`config.mk`:
```
export PLATFORM = sky130hd
export DESIGN_NAME = prbs_popcount
export DESIGN_NICKNAME = d
export VERILOG_FILES = /design/src/rtl/prbs_popcount.sv
export SDC_FILE = /design/constraint.sdc
export NUM_CORES = 1
export LEC_CHECK = 0
export BUFFER_PORTS_ARGS = -buffer_cell sky130_fd_sc_hd__buf_2
export CAP_MARGIN = 20
export CORE_AREA = 3 3 40 42
export DETAILED_ROUTE_END_ITERATION = 8
export DIE_AREA = 0 0 43 45
export PLACE_DENSITY = 0.46
export SLEW_MARGIN = 20
export SYNTH_ARGS = -nofsm -noshare
export SYNTH_HDL_FRONTEND = slang
export SYNTH_SLANG_ARGS = --single-unit
```
`constraint.sdc`:
```
create_clock -name vclk -period 3.1
set_clock_uncertainty 0.2 [all_clocks]
set_input_delay 0.465 -clock vclk [all_inputs]
set_output_delay 0.465 -clock vclk [all_outputs]
set_load 0.005 [all_outputs]
```
`src/rtl/prbs_popcount.sv`:
```
// Combinational population count of a WIDTH-bit vector.
module prbs_popcount #(
    parameter  int WIDTH = 8,
    localparam int OUT_W = $clog2(WIDTH + 1)
) (
    input  logic [WIDTH-1:0] data_i,
    output logic [OUT_W-1:0] count_o
);

    always_comb begin
        count_o = '0;
        for (int i = 0; i < WIDTH; i++) begin
            count_o = count_o + OUT_W'(data_i[i]);
        end
    end

endmodule

```
==> results of run 1 <==
==> Yosys cell counts <==
library cell / n
sky130_fd_sc_hd__a21oi_1: 1
sky130_fd_sc_hd__xnor2_1: 1
sky130_fd_sc_hd__ha_1: 3
sky130_fd_sc_hd__inv_1: 14
sky130_fd_sc_hd__fa_1: 4
sky130_fd_sc_hd__nor2b_1: 1
==> per-stage QoR <==
step | setup WS (ns) | area (um^2) | setup TNS (ns) | utilization (%) | hold slack [ns]
after detailed placement | -0.554 | 289 | -1.39 | 22.5 | 1.05
final | -0.465 | 345 | -1.27 | 26.9 | 1.04
after global routing | -0.541 | 345 | -1.56 | 26.9 | 1.05
after floorplan | -0.231 | 210 | -0.398 | - | 0.872
after global placement | -0.530 | 289 | -1.30 | 22.5 | 1.05
after CTS | -0.500 | 354 | -1.49 | 27.6 | 1.04
==> per-layer routing <==
layer	wire length (um)	part of all wire, %
met1	140	37
met5	0	0
met3	40	11
met2	193	52
met4	0	0
==> report_power, final <==
part / switching, uW / internal [uW] / total, uW
Clock: 0 / 0 / 0
Combinational: 51.7 / 71.6 / 123
Sequential: 0 / 0 / 0
==> cells by family after synthesis <==
family	count (synthesis)	share of synthesized area, %
AO/OA/AOI/OAI	1	2.63
buffers and inverters	14	27.6
adder cells (fa/ha/maj)	7	61.8
AND/OR/NAND/NOR	1	3.29
XOR/XNOR	1	4.61
==> layout by cell type, fill, tap and decap left out <==
cell,n
sky130_fd_sc_hd__ha_4,1
sky130_fd_sc_hd__inv_4,1
sky130_fd_sc_hd__fa_2,2
sky130_fd_sc_hd__inv_8,1
sky130_fd_sc_hd__fa_1,2
sky130_fd_sc_hd__inv_2,3
sky130_fd_sc_hd__buf_2,9
sky130_fd_sc_hd__nor2b_1,1
sky130_fd_sc_hd__a21oi_2,1
sky130_fd_sc_hd__inv_1,9
sky130_fd_sc_hd__xnor2_2,1
sky130_fd_sc_hd__ha_1,2
sky130_fd_sc_hd__buf_4,1
sky130_fd_sc_hd__buf_6,4
==> cell type report <==
cell class / instances / area [um^2]
fillers: 143 / 940
inverters: 14 / 62.6
multi-input cells: 10 / 166
well taps: 15 / 18.8
repair buffers: 14 / 97.6
==> how the worst max path moves through the flow <==
stage | endpoint | cells after the start | slack (ns) | startpoint
finish | count_o[1] | 11 | -0.46 | data_i[3]
CTS | count_o[1] | 11 | -0.50 | data_i[3]
global placement | count_o[1] | 11 | -0.53 | data_i[0]
global route | count_o[1] | 11 | -0.54 | data_i[3]
floorplan | count_o[1] | 9 | -0.23 | data_i[0]
detailed placement | count_o[1] | 11 | -0.55 | data_i[0]
==> what timing repair did <==
item                       CTS  global route
pin swaps                    4             3
cloned                       0             0
setup endpoints to repair    4             4
buffers inserted             3             1
hold buffers                 0             0
resized for setup           12             2
==> impl_results.md, run 1 <==
* Met3 demand-to-capacity share in global routing at 0%
* Buffers on Ports at 12
* Number of setup violations in the final report at 4
* Met1 track demand over resource at 5.35%
* Busiest layer in global routing: met2
* Total buffers and inverters traversed by the critical path at 6
* Avg WL per Cell at approximately 7 um
* Die width at 43 um
* Critical path's largest stage delay at 0.52 ns
* Type of the most critical hold path: in2out
* Total Die Area at 1940 um^2
* Area contributors post-synth: sky130_fd_sc_hd__fa_1 (42%), sky130_fd_sc_hd__inv_1 (28%), sky130_fd_sc_hd__ha_1 (20%)
* Non-Filler Instances at 53
* Period Utilization, post-route at 115%
* Post-synthesis cell type with the largest combined area: sky130_fd_sc_hd__fa_1
* Cell area power density at around 360 nW/um^2
* Worst Path Arrival at 2.90 ns
* # rows at 13
* Total placed cells including tap cells at 51
* Hold path start: data_i[2]
* Aggregate global routing overflow at 0
* Half-perimeter wire length after placement at 307 um
* Initial cell density of the core at between 10% and 20%
* Total wire length at 374 um
* Violations in the final reports: setup timing
* Post-layout net count at 55
* Wire length of the first global-routing pass at 669 um
* Critical path fanouts, max at 2
* Worst path cell trace: buf_6 > inv_4 > fa_1 > fa_1 > fa_2 > inv_2 > ha_4 > inv_2 > fa_2 > inv_1 > buf_2
* Number of sequential storage elements at 0
* Die height at 45 um
* Critical path launch point type: input port
* YS warnings at 0
* Worst slew pin tran at 0.124 ns
* Antenna violations before repair at 0
* Fraction of final layout cells with drive strength greater than 1 at around 63%
* Number of distinct standard cells referenced by the synthesized netlist at 6
* Post-layout total power at roughly 120 uW
* Post-detailed-route count of antenna-violating nets at 0
* Number of design-rule violations left by the first detailed-router iteration at 1
* Placer's final routability congestion estimate at 0.598
* First-pass iteration count of the detailed router at 2
* Leakage power figure at around 0.00020 uW
* Highest-delay cell along the critical path: sky130_fd_sc_hd__fa_1
* Final Critical Period at 3.56 ns
* Sequential cell area at 0 um^2
* Unrepaired setup endpoints after global routing: yes
* Total routing usage reported by global routing at under 10%
* Clock Buffer Count at 0
* Hold Violations, Final at 0
* Start-to-end type of the worst setup path: in2out
* Share of synthesized area occupied by flip-flops and latches at 0%
* Max-cap violations at 0
* GR met2 Demand/Resource at slightly below 9%
* Proportion of netlist area held by the largest area contributor at between 40% and 50%
* I/O pin count at 12
* Total vias in the final route at 180
* Routed via count divided by cell count at 3.40
* Data required time at the worst endpoint at 2.43 ns
* Total nets after synthesis at 39
* Top cell family by delay on the critical path: adder cells
* Syn Std Cell Area at approximately 190 um^2
* Antenna Cells at 0
* Hold Path End: count_o[0]
* Critical Path Sink Type: output port
* Cells after synthesis at 24
* Layout area overhead at 81.6%
* Number of max-slew violations in the final report at 0
* Achievable frequency at 0.281 GHz
* Drc violations at 0
* Core Area at approximately 1300 um^2
* Worst hold path depth at 3
* Outcome: complete, but fails checks
* Largest voltage drop on the vdd net at 0.0000726 V
* Maximum number of pins on one net before global-route repair at 3
* Slack of the critical path at -0.465 ns
* Headroom to the max-slew limit at 91.7%
* Syn_area_per_cell at 7.92 um^2
* Via count of the first global-routing pass at 181
(Power assumes the default switching activity.)
==> run 2: changes to the inputs <==
Settings changed: ABC_AREA set to 1, PLACE_DENSITY 0.46 to 0.47.
==> impl_results.md, run 2 <==
* First-pass iteration count of the detailed router at 4 (+2)
* Maximum number of pins on one net before global-route repair at 5 (+2)
* Layout area overhead at 69.6%
* Max-cap violations at 0 (unchanged)
* Number of setup violations in the final report at 3 (-1)
* Worst Hold Margin at 1.04 ns (-0.00420 ns)
* Drc violations at 0 (unchanged)
* # rows at 13 (unchanged)
* Data required time at the worst endpoint at 2.43 ns (about the same)
* Area contributors post-synth: sky130_fd_sc_hd__fa_1 (40%), sky130_fd_sc_hd__inv_1 (30%), sky130_fd_sc_hd__ha_1 (19%)
* Cell with the most instances after synthesis: sky130_fd_sc_hd__inv_1
* Worst path cell trace: buf_8 > inv_8 > fa_1 > fa_1 > fa_1 > inv_2 > ha_4 > inv_2 > fa_2 > inv_2 > buf_6
* Total buffers and inverters traversed by the critical path at 6 (unchanged)
* Critical Path Sink Type: output port
* Final standard cell utilization of the core at 26.6% (-0.29 points)
* Initial cell density of the core at 15.7% (+0.88 points)
* Fraction of final layout cells with drive strength greater than 1 at 52.4% (-11 points)
* Highest-delay cell along the critical path: sky130_fd_sc_hd__fa_1
* Critical path's largest stage delay at 0.54 ns (+0.02 ns)
* Number of sequential storage elements at 0 (unchanged)
* Post-Place Cell Area at 300 um^2 (+3.9%)
* Proportion of netlist area held by the largest area contributor at 39.8% (-2.4 points)
* Critical path launch point type: input port
* Number of distinct standard cells referenced by the synthesized netlist at 5 (-1)
* Total routing usage reported by global routing at 4.00% (-0.26 points)
* Post-detailed-route count of antenna-violating nets at 0 (unchanged)
* Post-synthesis cell type with the largest combined area: sky130_fd_sc_hd__fa_1
* Placer's final routability congestion estimate at 0.646 (+8.0%)
* Die height at 45 um (unchanged)
* Routed via count divided by cell count at 3.26 (-3.9%)
* Antenna violations before repair at 0 (unchanged)
* Final Critical Period at 3.55 ns (-0.0113 ns)
* Period Utilization, post-route at 115% (-0.37 points)
* Leakage power figure at 0.000208 uW (+5.3%)
* Aggregate global routing overflow at 0 (unchanged)
* Slack of the critical path at -0.453 ns (+0.0113 ns)
* Achievable frequency at 0.281 GHz (+0.32%)
* Die width at 43 um (unchanged)
* Clock Buffer Count at 0 (unchanged)
* Antenna Cells at 0 (unchanged)
* Cells after synthesis at 29 (+21%)
* Violations in the final reports: setup timing
* Avg WL per Cell at 6.30 um (-11%)
* Outcome: complete, but fails checks
* Final total negative setup slack at -0.945 ns (+0.326 ns)
* Wire length of the first global-routing pass at 634 um (-5.2%)
* Critical path fanouts, max at 2 (unchanged)
* Hold Violations, Final at 0 (unchanged)
* Post-layout net count at 59 (+7.3%)
* Start-to-end type of the worst setup path: in2out
* Share of synthesized area occupied by flip-flops and latches at 0% (unchanged)
* Highest-count cells in the layout ignoring fill and taps: sky130_fd_sc_hd__inv_1 (10), sky130_fd_sc_hd__buf_2 (9), sky130_fd_sc_hd__inv_2 (5), sky130_fd_sc_hd__nand2_1 (5)
* Half-perimeter wire length after placement at 320 um (+4.2%)
* Sequential cell area at 0 um^2 (unchanged)
* Core Area at 1280 um^2 (unchanged)
* Worst Path Arrival at 2.89 ns (about the same)
* Worst slew pin tran at 0.153 ns (+0.0287 ns)
* Syn Std Cell Area at 201 um^2 (+5.9%)
* Number of max-slew violations in the final report at 0 (unchanged)
* Headroom to the max-slew limit at 89.8% (-1.9 points)
* Post-Layout Inst Area at 342 um^2 (-1.1%)
* Via count of the first global-routing pass at 171 (-5.5%)
* I/O pin count at 12 (unchanged)
* Top cell family by delay on the critical path: adder cells
* Total nets after synthesis at 44 (+13%)
* Total wire length at 359 um (-4.0%)
* Number of design-rule violations left by the first detailed-router iteration at 1 (unchanged)
* Type of the most critical hold path: in2out
* Top cell types by occurrence after synthesis: sky130_fd_sc_hd__inv_1 (16), sky130_fd_sc_hd__nand2_1 (5), sky130_fd_sc_hd__fa_1 (4)
* Buffers on Ports at 12 (unchanged)
* YS warnings at 0 (unchanged)
* Cell area power density at 362 nW/um^2 (+1.2%)
* Setup WS pre-CTS at -0.543 ns (+0.0109 ns)
* Largest voltage drop on the vdd net at 0.0000559 V (-23%)
* Commonest non-fill, non-tap cell in the layout: sky130_fd_sc_hd__inv_1
* Total Die Area at 1940 um^2 (unchanged)
* Syn_area_per_cell at 6.95 um^2 (-12%)
* Total vias in the final route at 186 (+3.3%)
* Unrepaired setup endpoints after global routing: yes
run 2: cell count changes in the layout (fill, tap and decap cells not counted), sizes merged:
| cell | before | now |
|---|---|---|
| nand2 | 0 | 5 |
| buf | 14 | 13 |
| a21oi | 1 | 0 |
| inv | 14 | 16 |
| nor2b | 1 | 0 |
| nand3 | 0 | 1 |
| xnor2 | 1 | 0 |
run 2: worst min-delay path, cell delays in order:
cell                    delay (ns)
sky130_fd_sc_hd__buf_2        0.10
sky130_fd_sc_hd__ha_4         0.13
sky130_fd_sc_hd__buf_6        0.08
run 2: power breakdown:
part	internal [uW]	leakage (uW)	switching (uW)	total, uW
clock	0	0	0	0
sequential	0	0	0	0
combinational	70.7	0.000208	52.9	124
total	70.7	0.000208	52.9	124
run 2: what timing repair did:
item                       4_1_cts  5_1_grt
setup buffers                    1        0
hold buffers                     0        0
gates resized for setup          8        4
setup endpoints to repair        4        4
pin swaps                        3        1
run 2: through the flow:
step | cells | power (uW)
after floorplan | 29 | 54.3
after global placement | 57 | 88.0
after detailed placement | 57 | 88.2
after CTS | 57 | 112
after global routing | 57 | 142
final | 57 | 124
run 2: worst paths after layout:
path,from,to,cells past startpoint
max,data_i[0],count_o[1],11
min,data_i[2],count_o[0],3
run 2: cells by family (layout without fill, tap and decap cells):
logic type	Yosys count	count (layout)	share of synthesized area (%)
adder cells (fa/ha/maj)	7	7	58.4
buffers and inverters	16	29	29.8
AND/OR/NAND/NOR	6	6	11.8
run 2: area by class of cell:
class | instances | area (um^2)
fillers | 144 | 943
multi-input cells | 13 | 161
repair buffers | 13 | 93.8
inverters | 16 | 67.6
well taps | 15 | 18.8
run 2: metal layers:
| metal | up-vias | routed length, um | GRT usage [%] |
|---|---|---|---|
| met5 | - | 0 | 0 |
| met4 | 0 | 0 | 0 |
| li1 | 101 | - | - |
| met2 | 5 | 183 | 7.78 |
| met1 | 80 | 153 | 5.30 |
| met3 | 0 | 22 | 0 |
